`src/rtl/clk_divider_fsm.sv`:
```
// Divide-by-N generator with a counter and a small IDLE/RUN/PAUSE control FSM.
// Provides a run-time loadable divisor, pause/resume, pulse or ~50% square
// output, and a wrap strobe on the last count of each period.
module clk_divider_fsm #(
    parameter int unsigned WIDTH       = 8,
    parameter int unsigned DEFAULT_DIV = 3
) (
    input  logic             clk,
    input  logic             reset,
    input  logic             en,
    input  logic             load,
    input  logic [WIDTH-1:0] div_in,
    input  logic             mode,
    output logic             q,
    output logic             wrap,
    output logic [WIDTH-1:0] count,
    output logic             active
);

    typedef enum logic [1:0] {
        IDLE  = 2'd0,
        RUN   = 2'd1,
        PAUSE = 2'd2
    } state_t;

    localparam logic [WIDTH-1:0] ONE      = WIDTH'(1);
    localparam logic [WIDTH-1:0] DIV_INIT = WIDTH'(DEFAULT_DIV);

    state_t           state_q, state_d;
    logic [WIDTH-1:0] count_q, count_d;
    logic [WIDTH-1:0] div_q, div_d;

    logic [WIDTH-1:0] n_eff;
    logic [WIDTH-1:0] last_cnt;
    logic [WIDTH:0]   half_n;

    // Effective divisor (0 and 1 both mean N=1), last phase, and ceil(N/2).
    always_comb begin
        n_eff    = (div_q == '0) ? ONE : div_q;
        last_cnt = n_eff - ONE;
        half_n   = ({1'b0, n_eff} + {{WIDTH{1'b0}}, 1'b1}) >> 1;
    end

    // State, phase counter and divisor register.
    always_ff @(posedge clk) begin
        if (reset) begin
            state_q <= IDLE;
            count_q <= '0;
            div_q   <= DIV_INIT;
        end else begin
            state_q <= state_d;
            count_q <= count_d;
            div_q   <= div_d;
        end
    end

    // Next-state logic: load takes priority over enable.
    always_comb begin
        state_d = state_q;
        count_d = count_q;
        div_d   = div_q;
        if (load) begin
            div_d   = div_in;
            count_d = '0;
            if (en) begin
                state_d = RUN;
            end else begin
                case (state_q)
                    IDLE:    state_d = IDLE;
                    RUN:     state_d = PAUSE;
                    PAUSE:   state_d = PAUSE;
                    default: state_d = IDLE;
                endcase
            end
        end else begin
            case (state_q)
                IDLE: begin
                    if (en) begin
                        state_d = RUN;
                        count_d = '0;
                    end
                end
                RUN: begin
                    if (en) begin
                        // Modulo-N wrap; >= also recovers any out-of-range phase.
                        count_d = (count_q >= last_cnt) ? '0 : count_q + ONE;
                    end else begin
                        state_d = PAUSE;
                    end
                end
                PAUSE: begin
                    if (en) begin
                        state_d = RUN;
                    end
                end
                default: begin
                    state_d = IDLE;
                    count_d = '0;
                end
            endcase
        end
    end

    // Moore output decode from registered state.
    always_comb begin
        active = (state_q == RUN);
        if (mode) begin
            q = active & ({1'b0, count_q} < half_n);
        end else begin
            q = active & (count_q == '0);
        end
        wrap  = active & (count_q == last_cnt);
        count = count_q;
    end

endmodule
```
`config.mk`:
```
export PLATFORM = sky130hd
export DESIGN_NAME = clk_divider_fsm
export DESIGN_NICKNAME = d
export VERILOG_FILES = /design/src/rtl/clk_divider_fsm.sv
export SDC_FILE = /design/constraint.sdc
export NUM_CORES = 1
export LEC_CHECK = 0
export BUFFER_PORTS_ARGS = -buffer_cell sky130_fd_sc_hd__clkbuf_2
export CAP_MARGIN = 10
export CORE_MARGIN = 4
export CORE_UTILIZATION = 43
export DETAILED_ROUTE_END_ITERATION = 12
export PLACE_DENSITY = 0.59
export RECOVER_POWER = 25
export SYNTH_ARGS = -nofsm -noshare
export SYNTH_HDL_FRONTEND = slang
export SYNTH_SLANG_ARGS = --single-unit
```
`constraint.sdc`:
```
create_clock -name clk -period 8.14 [get_ports clk]
set_input_delay 1.221 -clock clk [delete_from_list [all_inputs] [get_ports clk]]
set_output_delay 1.221 -clock clk [all_outputs]
set_load 0.005 [all_outputs]
```
Yosys cells after proc, flatten, opt, wreduce, memory -nomap -nowiden
Cells that the tools add are included.
Storage, ports and cells
  bits of input ports: 13
  flip-flop bits (word level): 18
  output and inout port bits: 11
  word-level logic and storage cells: 39
Cells by class
  bitwise gates (word level): 4
  magnitude comparators: 2
  multiplexer cells: 12
  $add $sub $neg: 3
  equal/unequal tests: 7
  reductions and logical operators: 8
Operator list (number)
  8-bit 2-to-1 mux: 4
  8-bit case mux with 3 select lines: 1
  8-bit zero test: 2
  2-bit 2-to-1 mux: 5
  8-bit by 1-bit adder with 9-bit output, second input constant: 1
  8-bit by 1-bit adder with 8-bit output, second input constant: 1
  8-bit equality test: 1
  8-bit >= comparator: 1
  8-bit less-than comparator: 1
  8-bit by 1-bit subtractor with 8-bit output, second input constant: 1
  2-bit OR reduction: 3
  2-bit != test, second input constant: 2
  2-bit case mux with 2 select lines: 1
  1-bit AND: 3
  3-bit by 1-bit != test with 1-bit output, second input constant: 1
  3-bit != test, second input constant: 1
  3-bit AND reduction: 1
  2-bit by 1-bit equality test with 1-bit output, second input constant: 1
  2-bit equality test, second input constant: 1
  2-bit zero test: 1
  2-bit AND reduction: 1
  1-bit 2-to-1 mux: 1
  1-bit NOT: 1

Longest topological paths before layout
Gate-level depths: netlist of the first run.
  depth after elaboration: 7
  gate-level depth with buffers: 13
  mapped depth without buffers: 12

Worst setup path after synthesis of the first run
Ideal clock, no wire load.
  kind: reg-to-output
  from: reg div_q[3]
  to: out wrap
  path buffers: 1
  cell stages (with the launch flop): 11
  slack: 4838 ps
  arrival time: 2081 ps
  data required time: 6919 ps
  cells stage by stage: dfxtp_1 > clkbuf_1 > nor4_1 > and2_1 > a21oi_1 > ha_1 > nand2_1 > xor2_1 > ha_1 > nand4_1 > nor3_1
Between the ends
  cells in the longest elaborated chain, start to end: 5
Ends and longest elaborated chain
  start: declaration: RTL line 31  | logic [WIDTH-1:0] div_q, div_d;
  start signal: assignment: RTL line 53  | div_q <= div_d;
  8-bit zero test: RTL line 39  | n_eff = (div_q == '0) ? ONE : div_q;
  8-bit 2-to-1 mux (*): RTL line 39
  8-bit by 1-bit subtractor with 8-bit output (*): RTL line 40  | last_cnt = n_eff - ONE;
  8-bit equality test (*): RTL line 112  | wrap = active & (count_q == last_cnt);
  1-bit AND (*): RTL line 112
  end: declaration: RTL line 15  | output logic wrap,
Every way passes the cells marked *; elsewhere a longest branch is shown, timed or not.

Worst setup path after layout of the first run
  from: reg div_q[2]
  to: out wrap
The elaborated chain is that of the path after synthesis.

==> results of run 1 <==
[worst paths after layout]
kind / startpoint / end / slack (ps)
worst max-delay path: div_q[2] / wrap / 4260
worst min-delay path: state_q[0] / state_q[0] / 560
worst max register to register: div_q[2] / count[5] / 5150
worst min register to register: state_q[0] / state_q[0] / 560
[through the flow]
step	setup slack (ps)	cells	hold slack, ps	cell area [sq um]
after detailed placement	4560	241	552	1630
after global routing	3940	244	602	1660
after CTS	4210	244	569	1660
after floorplan	4840	178	496	1490
final	4260	244	564	1660
after global placement	4640	241	525	1630
[registers in the layout (all words and copies together), names as in the netlist]
| register | cells |
|---|---|
| div_q | 8 |
| state_q | 2 |
| count | 8 |
[logic make-up after synthesis]
logic type,share of synthesized area [%]
adders and majority gates,17.7
xor gates and xnor gates,7.07
AOI/OAI and AO/OA,16.3
DFF,24.2
muxes,5.39
and+or+nand+nor,25.3
buffers and inverters,3.96
[power by group through the flow]
stage	Clock [mW]	Combinational, mW	Sequential [mW]
after global routing	0.0507	0.0492	0.0974
after global placement	0	0.0420	0.0983
after floorplan	0	0.0344	0.0956
final	0.0448	0.0429	0.0965
after detailed placement	0	0.0429	0.0986
after CTS	0.0479	0.0433	0.0966
[final cells by class]
cell class	count	area (sq um)	area share (%)
Clock buffer	3	22.5	1.36
Inverter	9	33.8	2.04
Multi-Input combinational cell	145	1070	64.5
Sequential cell	18	360	21.8
Tap cell	46	57.6	3.48
Timing Repair Buffer	23	114	6.88
[cells in the final DEF (no fill, tap or decap), types with 5 or more instances in the layout]
master	instances
xnor2_1	5
o21ai_0	6
nand3_1	10
clkbuf_2	22
mux2i_1	8
ha_1	21
nand2_1	17
nand4_1	5
xor2_1	7
nor3_1	5
nor2_1	23
dfxtp_1	18
inv_1	9
[worst reg2reg max path: cells and delay by family, from the launching register on]
family          cells  cell delay (ps)
flops               1              390
xor+xnor            1              130
fa+ha+maj           2              540
compound gates      5             1120
simple gates        3              740
[layer usage]
layer  up-vias  global-route usage (%)  wire length, um
met5         -                       0                0
li1        676                       -                -
met4         0                    3.05               24
met3         4                    2.02               91
met1       596                    20.7             1500
met2        15                    27.5             1520
==> run_results.csv, run 1 <==
group,metric,value,unit
power_and_ir_drop,p_switching,0.0557,mW
clocking,clock_latency,290,ps
grt,antenna_found_initial,0,
logic_synthesis,syn_inst,178,
timing,fmax,0.258,GHz
timing,skew,4.05,ps
detailed_routing,dr.pass1.iters,4,
grt,grt_pass1_vias,1244,
worst_setup_path,path_class,"reg -> out",
power_and_ir_drop,power_density,111,nW/um^2
worst_setup_path,timing.critical_path.mode_cell,"ha_1",
logic_synthesis,synthFlopType,"dfxtp_1",
power_and_ir_drop,peakVddDrop,0.0545,mV
cells_and_area,fin_util,49.6,%
power_and_ir_drop,p_clk_share,24.3,%
place,hpwlAfterDp,2.52,mm
cells_and_area,area_delta_synth_final,11.4,%
timing,tightest_slew,820,ps
worst_setup_path,worst_setup_path_end_kind,"output pin",
logic_synthesis,async_flop_share,0,%
timing,fin_crit_sh,47.7,%
cells_and_area,drive_gt1_share,18.2,%
floorplan,start_util,44.5,%
logic_synthesis,synth_top_cell_area_share,24.2,%
timing,hold_viol_final,0,
logic_synthesis,synth.most_common_cell,"nor2_1",
detailed_routing,drc_errors,0,
worst_setup_path,crit_fanout,7,
floorplan,fp.dieW,66.8,um
detailed_routing,vias,1291,
grt,grt_usage,15.8,%
worst_hold_path,hold_depth,2,
logic_synthesis,synthTopCellsByCount,"23 x nor2_1, 21 x ha_1, 18 x dfxtp_1",
worst_setup_path,cp_num_cells,10,
cells_and_area,num-nets-final,234,
grt,grt_pass1_wl,5.60,mm
floorplan,die_h,66.8,um
cells_and_area,antenna_cells,0,
clocking,post_cts_resized,0,
detailed_routing,wl_per_cell,12.9,um
place,gp_congestion,0.811,
worst_setup_path,worstPathArrival,2660,ps
logic_synthesis,synthTopCellsByArea,"dfxtp_1 24%, ha_1 18%, nor2_1 5.8%",
worst_setup_path,crit_chain,"nor4_1, and2_1, a21oi_1, ha_1, nand2_1, xor2_1, ha_1, nand4_1, nor3_1, clkbuf_2",
place,io_buffers,23,
clocking,post-cts-setup-buffers,0,
power_and_ir_drop,internal-power,0.128,mW
clocking,clock_path_buffers,2,
logic_synthesis,synth.net_count,212,
power_and_ir_drop,switching_share,30.3,%
timing,finalSetupTns,0,ps
logic_synthesis,syn_avg_cell_area,8.35,sq um
grt,grt_max_degree,16,
floorplan,die_area,4460,sq um
detailed_routing,drtIter0Drc,59,
worst_setup_path,required,6920,ps
worst_setup_path,slowest_delay,430,ps
timing,slew_viol_final,0,
cells_and_area,num-fill-cells,355,
clocking,path_clk_slew,100,ps
clocking,cts_made_buffers,3,
worst_hold_path,hold_path.class,"reg -> reg",
worst_setup_path,cp_top_family,"simple AND/OR/NAND/NOR gates",
floorplan,coreArea,3340,sq um
job,maxCapViolCount,0,
logic_synthesis,synth_cell_types,36,
detailed_routing,antenna_left,0,
logic_synthesis,ys_seq_area_share,24.2,%
logic_synthesis,yosysTopAreaCell,"dfxtp_1",
clocking,cts-htree-levels,1,
logic_synthesis,synth_edf_count,0,
timing,finalCriticalPeriod,3880,ps
logic_synthesis,ys_seq_elements,18,
detailed_routing,wl,3.14,mm
power_and_ir_drop,p_comb_share,23.3,%
logic_synthesis,syn_area,1490,sq um
floorplan,rows,21,
clocking,cts.hold.buffers_added,0,
logic_synthesis,yosysWarnings,0,
grt,grt_overflow_total,0,
detailed_routing,routed_via_density,5.29,
worst_setup_path,rr_worst_depth,11,
timing,slew_headroom,45.3,%
run_status,status,"finished clean",
floorplan,num_io_pins,24,
worst_setup_path,slowest_stage,"nor4_1",
power_and_ir_drop,power.leakage,0.715,nW
worst_setup_path,path_buf_inv,1,
worst_setup_path,start_kind,"flop",
timing,setup_violations,0,
clocking,ctsRootBufferMaster,"clkbuf_4",
power_and_ir_drop,power_frac_seq,52.4,%
clocking,cts_tree,"built",
power_and_ir_drop,finalPower,0.184,mW
clocking,cts_sinks,18,
timing,grt_setup_unrepaired,"false",
Power figures use the tool's default switching activity.
==> inputs of run 2 (changes only) <==
--- a/config.mk
+++ b/config.mk
@@ -5,12 +5,13 @@
 export SDC_FILE = /design/constraint.sdc
 export NUM_CORES = 1
 export LEC_CHECK = 0
+export ABC_AREA = 1
 export BUFFER_PORTS_ARGS = -buffer_cell sky130_fd_sc_hd__clkbuf_2
 export CAP_MARGIN = 10
 export CORE_MARGIN = 4
 export CORE_UTILIZATION = 43
 export DETAILED_ROUTE_END_ITERATION = 12
-export PLACE_DENSITY = 0.59
+export PLACE_DENSITY = 0.6
 export RECOVER_POWER = 25
 export SYNTH_ARGS = -nofsm -noshare
 export SYNTH_HDL_FRONTEND = slang
==> constraint.sdc (replaced) <==
create_clock -name clk -period 3.79 [get_ports clk]
set_input_delay 0.5685 -clock clk [delete_from_list [all_inputs] [get_ports clk]]
set_output_delay 0.5685 -clock clk [all_outputs]
set_load 0.005 [all_outputs]
==> run_results.csv, run 2 <==
group,metric,value,unit
clocking,ctsRootBufferMaster,"clkbuf_4",
place,post-place-ws,987,ps
worst_setup_path,crit_path_start,"div_q[2]",
floorplan,coreArea,3130,sq um
timing,setup_violations,0,
logic_synthesis,yosysTopAreaCell,"dfxtp_1",
logic_synthesis,synthTopCellsByArea,"dfxtp_1 25%, ha_1 18%, nand2_1 9.6%",
detailed_routing,drc_errors,0,
power_and_ir_drop,p_comb_share,23.5,%
place,hpwlAfterDp,2.65,mm
clocking,cts_sinks,18,
power_and_ir_drop,power.leakage,0.787,nW
power_and_ir_drop,switching_share,32.1,%
clocking,post_cts_resized,0,
clocking,clock_path_buffers,2,
grt,use_met3,3.57,%
worst_hold_path,hold_path.class,"in -> reg",
floorplan,die_h,66.1,um
logic_synthesis,synth_top_cell_area_share,24.8,%
logic_synthesis,synthTopCellsByCount,"37 x nand2_1, 29 x inv_1, 24 x nor2_1",
logic_synthesis,ys_seq_elements,18,
floorplan,die_area,4370,sq um
grt,grt_max_degree,14,
grt,use_met2,26.1,%
detailed_routing,wl,3.19,mm
clocking,cts.hold.buffers_added,0,
grt,grt_overflow_total,0,
worst_setup_path,path_class,"reg -> out",
timing,grt_setup_unrepaired,"false",
worst_setup_path,r2r_end,"count[6]",
cells_and_area,final_common_cell,"nand2_1",
logic_synthesis,synth_cell_types,21,
power_and_ir_drop,p_clk_share,24.6,%
floorplan,start_util,46.4,%
grt,grt_usage,15.9,%
worst_hold_path,hold_depth,3,
worst_setup_path,rr_worst_depth,16,
cells_and_area,area_delta_synth_final,12.5,%
worst_setup_path,worst_setup_path_end_kind,"output pin",
timing,finalCriticalPeriod,3150,ps
logic_synthesis,synth.net_count,241,
detailed_routing,routed_via_density,4.94,
clocking,path_clk_slew,110,ps
power_and_ir_drop,peakVddDrop,0.131,mV
grt,grt_busiest_layer,"met2",
power_and_ir_drop,power_density,244,nW/um^2
grt,grt_util_met1,20.4,%
grt,grt_pass1_wl,5.40,mm
power_and_ir_drop,internal-power,0.270,mW
floorplan,num_io_pins,24,
run_status,status,"finished clean",
grt,grt_pass1_vias,1227,
clocking,cts-htree-levels,1,
logic_synthesis,syn_avg_cell_area,7.01,sq um
power_and_ir_drop,power_frac_seq,51.9,%
grt,antenna_found_initial,0,
clocking,post-cts-setup-buffers,0,
logic_synthesis,async_flop_share,0,%
worst_setup_path,worstPathArrival,2580,ps
cells_and_area,num-nets-final,267,
cells_and_area,antenna_cells,0,
worst_hold_path,holdPathEnd,"div_q[0]",
job,maxCapViolCount,0,
timing,timing.final.ws_setup,642,ps
timing,finalSetupTns,0,ps
cells_and_area,drive_gt1_share,16.5,%
logic_synthesis,syn_inst,207,
clocking,cts_tree,"built",
worst_hold_path,holdCritStartpoint,"div_in[0]",
timing,hold_viol_final,0,
timing,fmax,0.318,GHz
floorplan,rows,20,
timing,fin_crit_sh,83.1,%
logic_synthesis,synth_edf_count,0,
detailed_routing,drtIter0Drc,77,
detailed_routing,dr.pass1.iters,4,
detailed_routing,wl_per_cell,11.6,um
place,io_buffers,23,
cells_and_area,layout_common_cells,"37 x nand2_1, 29 x inv_1, 24 x nor2_1, 22 x clkbuf_2, 21 x ha_1",
power_and_ir_drop,p_switching,0.128,mW
worst_setup_path,required,3220,ps
logic_synthesis,synthFlopType,"dfxtp_1",
logic_synthesis,synth.most_common_cell,"nand2_1",
timing,slew_viol_final,0,
clocking,clock_latency,290,ps
floorplan,fp.dieW,66.1,um
timing,tightest_slew,375,ps
logic_synthesis,ys_seq_area_share,24.8,%
worst_setup_path,r2r_slack,1280,ps
detailed_routing,antenna_left,0,
detailed_routing,vias,1358,
worst_setup_path,r2r_start,"div_q[2]",
logic_synthesis,yosysWarnings,0,
clocking,cts_made_buffers,3,
worst_setup_path,start_kind,"flop",
timing,skew,4.14,ps
timing,hold_slack,478,ps
logic_synthesis,syn_area,1450,sq um
worst_setup_path,crit_fanout,5,
timing,slew_headroom,75.0,%
place,gp_congestion,0.872,
[run 2: cell types whose count changed after synthesis, moves of 4 or more]
| cell | before | now |
|---|---|---|
| inv_1 | 9 | 29 |
| nand2_1 | 17 | 37 |
| a21oi_1 | 4 | 16 |
| o21ai_0 | 6 | 15 |
| mux2i_1 | 8 | 0 |
| nor2_2 | 0 | 6 |
| nor3_1 | 5 | 0 |
| clkbuf_1 | 4 | 0 |
| o311ai_2 | 4 | 0 |
| xor2_1 | 7 | 11 |
[run 2: layer usage]
metal / routed length, um / up-vias
met5: 0 / -
met4: 38 / 0
met3: 137 / 4
met2: 1510 / 32
met1: 1500 / 605
li1: - / 717
[run 2: stage by stage]
stage / cells / util (%) / area [sq um] / power [mW]
2_1_floorplan: 207 / - / 1450 / 0.277
3_3_place_gp: 272 / 51.5 / 1610 / 0.301
3_5_place_dp: 272 / 51.5 / 1610 / 0.305
4_1_cts: 275 / 52.2 / 1630 / 0.402
5_1_grt: 275 / 52.2 / 1630 / 0.430
6_report: 275 / 52.2 / 1630 / 0.398
[run 2: power by group through the flow]
stage	Sequential [mW]	Combinational, mW	Clock, mW
after floorplan	0.209	0.0684	0
after global placement	0.210	0.0906	0
after detailed placement	0.211	0.0939	0
after CTS	0.207	0.0943	0.101
after global routing	0.208	0.108	0.113
final	0.207	0.0935	0.0978
[run 2: worst max-delay path by stage]
stage | slack (ps) | end | cells after the start
2_1_floorplan | 1280 | wrap | 13
3_3_place_gp | 1050 | wrap | 14
3_5_place_dp | 990 | wrap | 14
4_1_cts | 650 | wrap | 14
5_1_grt | 350 | wrap | 14
6_report | 640 | wrap | 14
[run 2: area by class of cell]
type	count	area, sq um
clock buffers	3	22.5
fillers	327	1500
inverters	29	109
multi-input cells	158	972
flip-flops and latches	18	360
well taps	44	55.1
repair buffers	23	114
[run 2: kinds of logic (layout without fill, tap and decap cells)]
group / count (synthesis) / in the layout / synth area share, %
buf+inv: 31 / 55 / 8.19
compound gates: 34 / 34 / 12.6
xor+xnor: 13 / 13 / 7.84
fa+ha+maj: 21 / 21 / 18.1
simple gates: 90 / 90 / 28.4
flops: 18 / 18 / 24.8
[run 2: critical path, cell delays in order (launching register included)]
cell	delay, ps
dfxtp_1	460
nor2_2	80
nand3_1	100
nor2_1	50
nor2_2	200
ha_1	240
nand4_1	120
xor2_1	160
ha_1	270
nand2_1	60
nor2_1	130
and2_1	170
inv_1	50
nor2_1	80
clkbuf_2	120
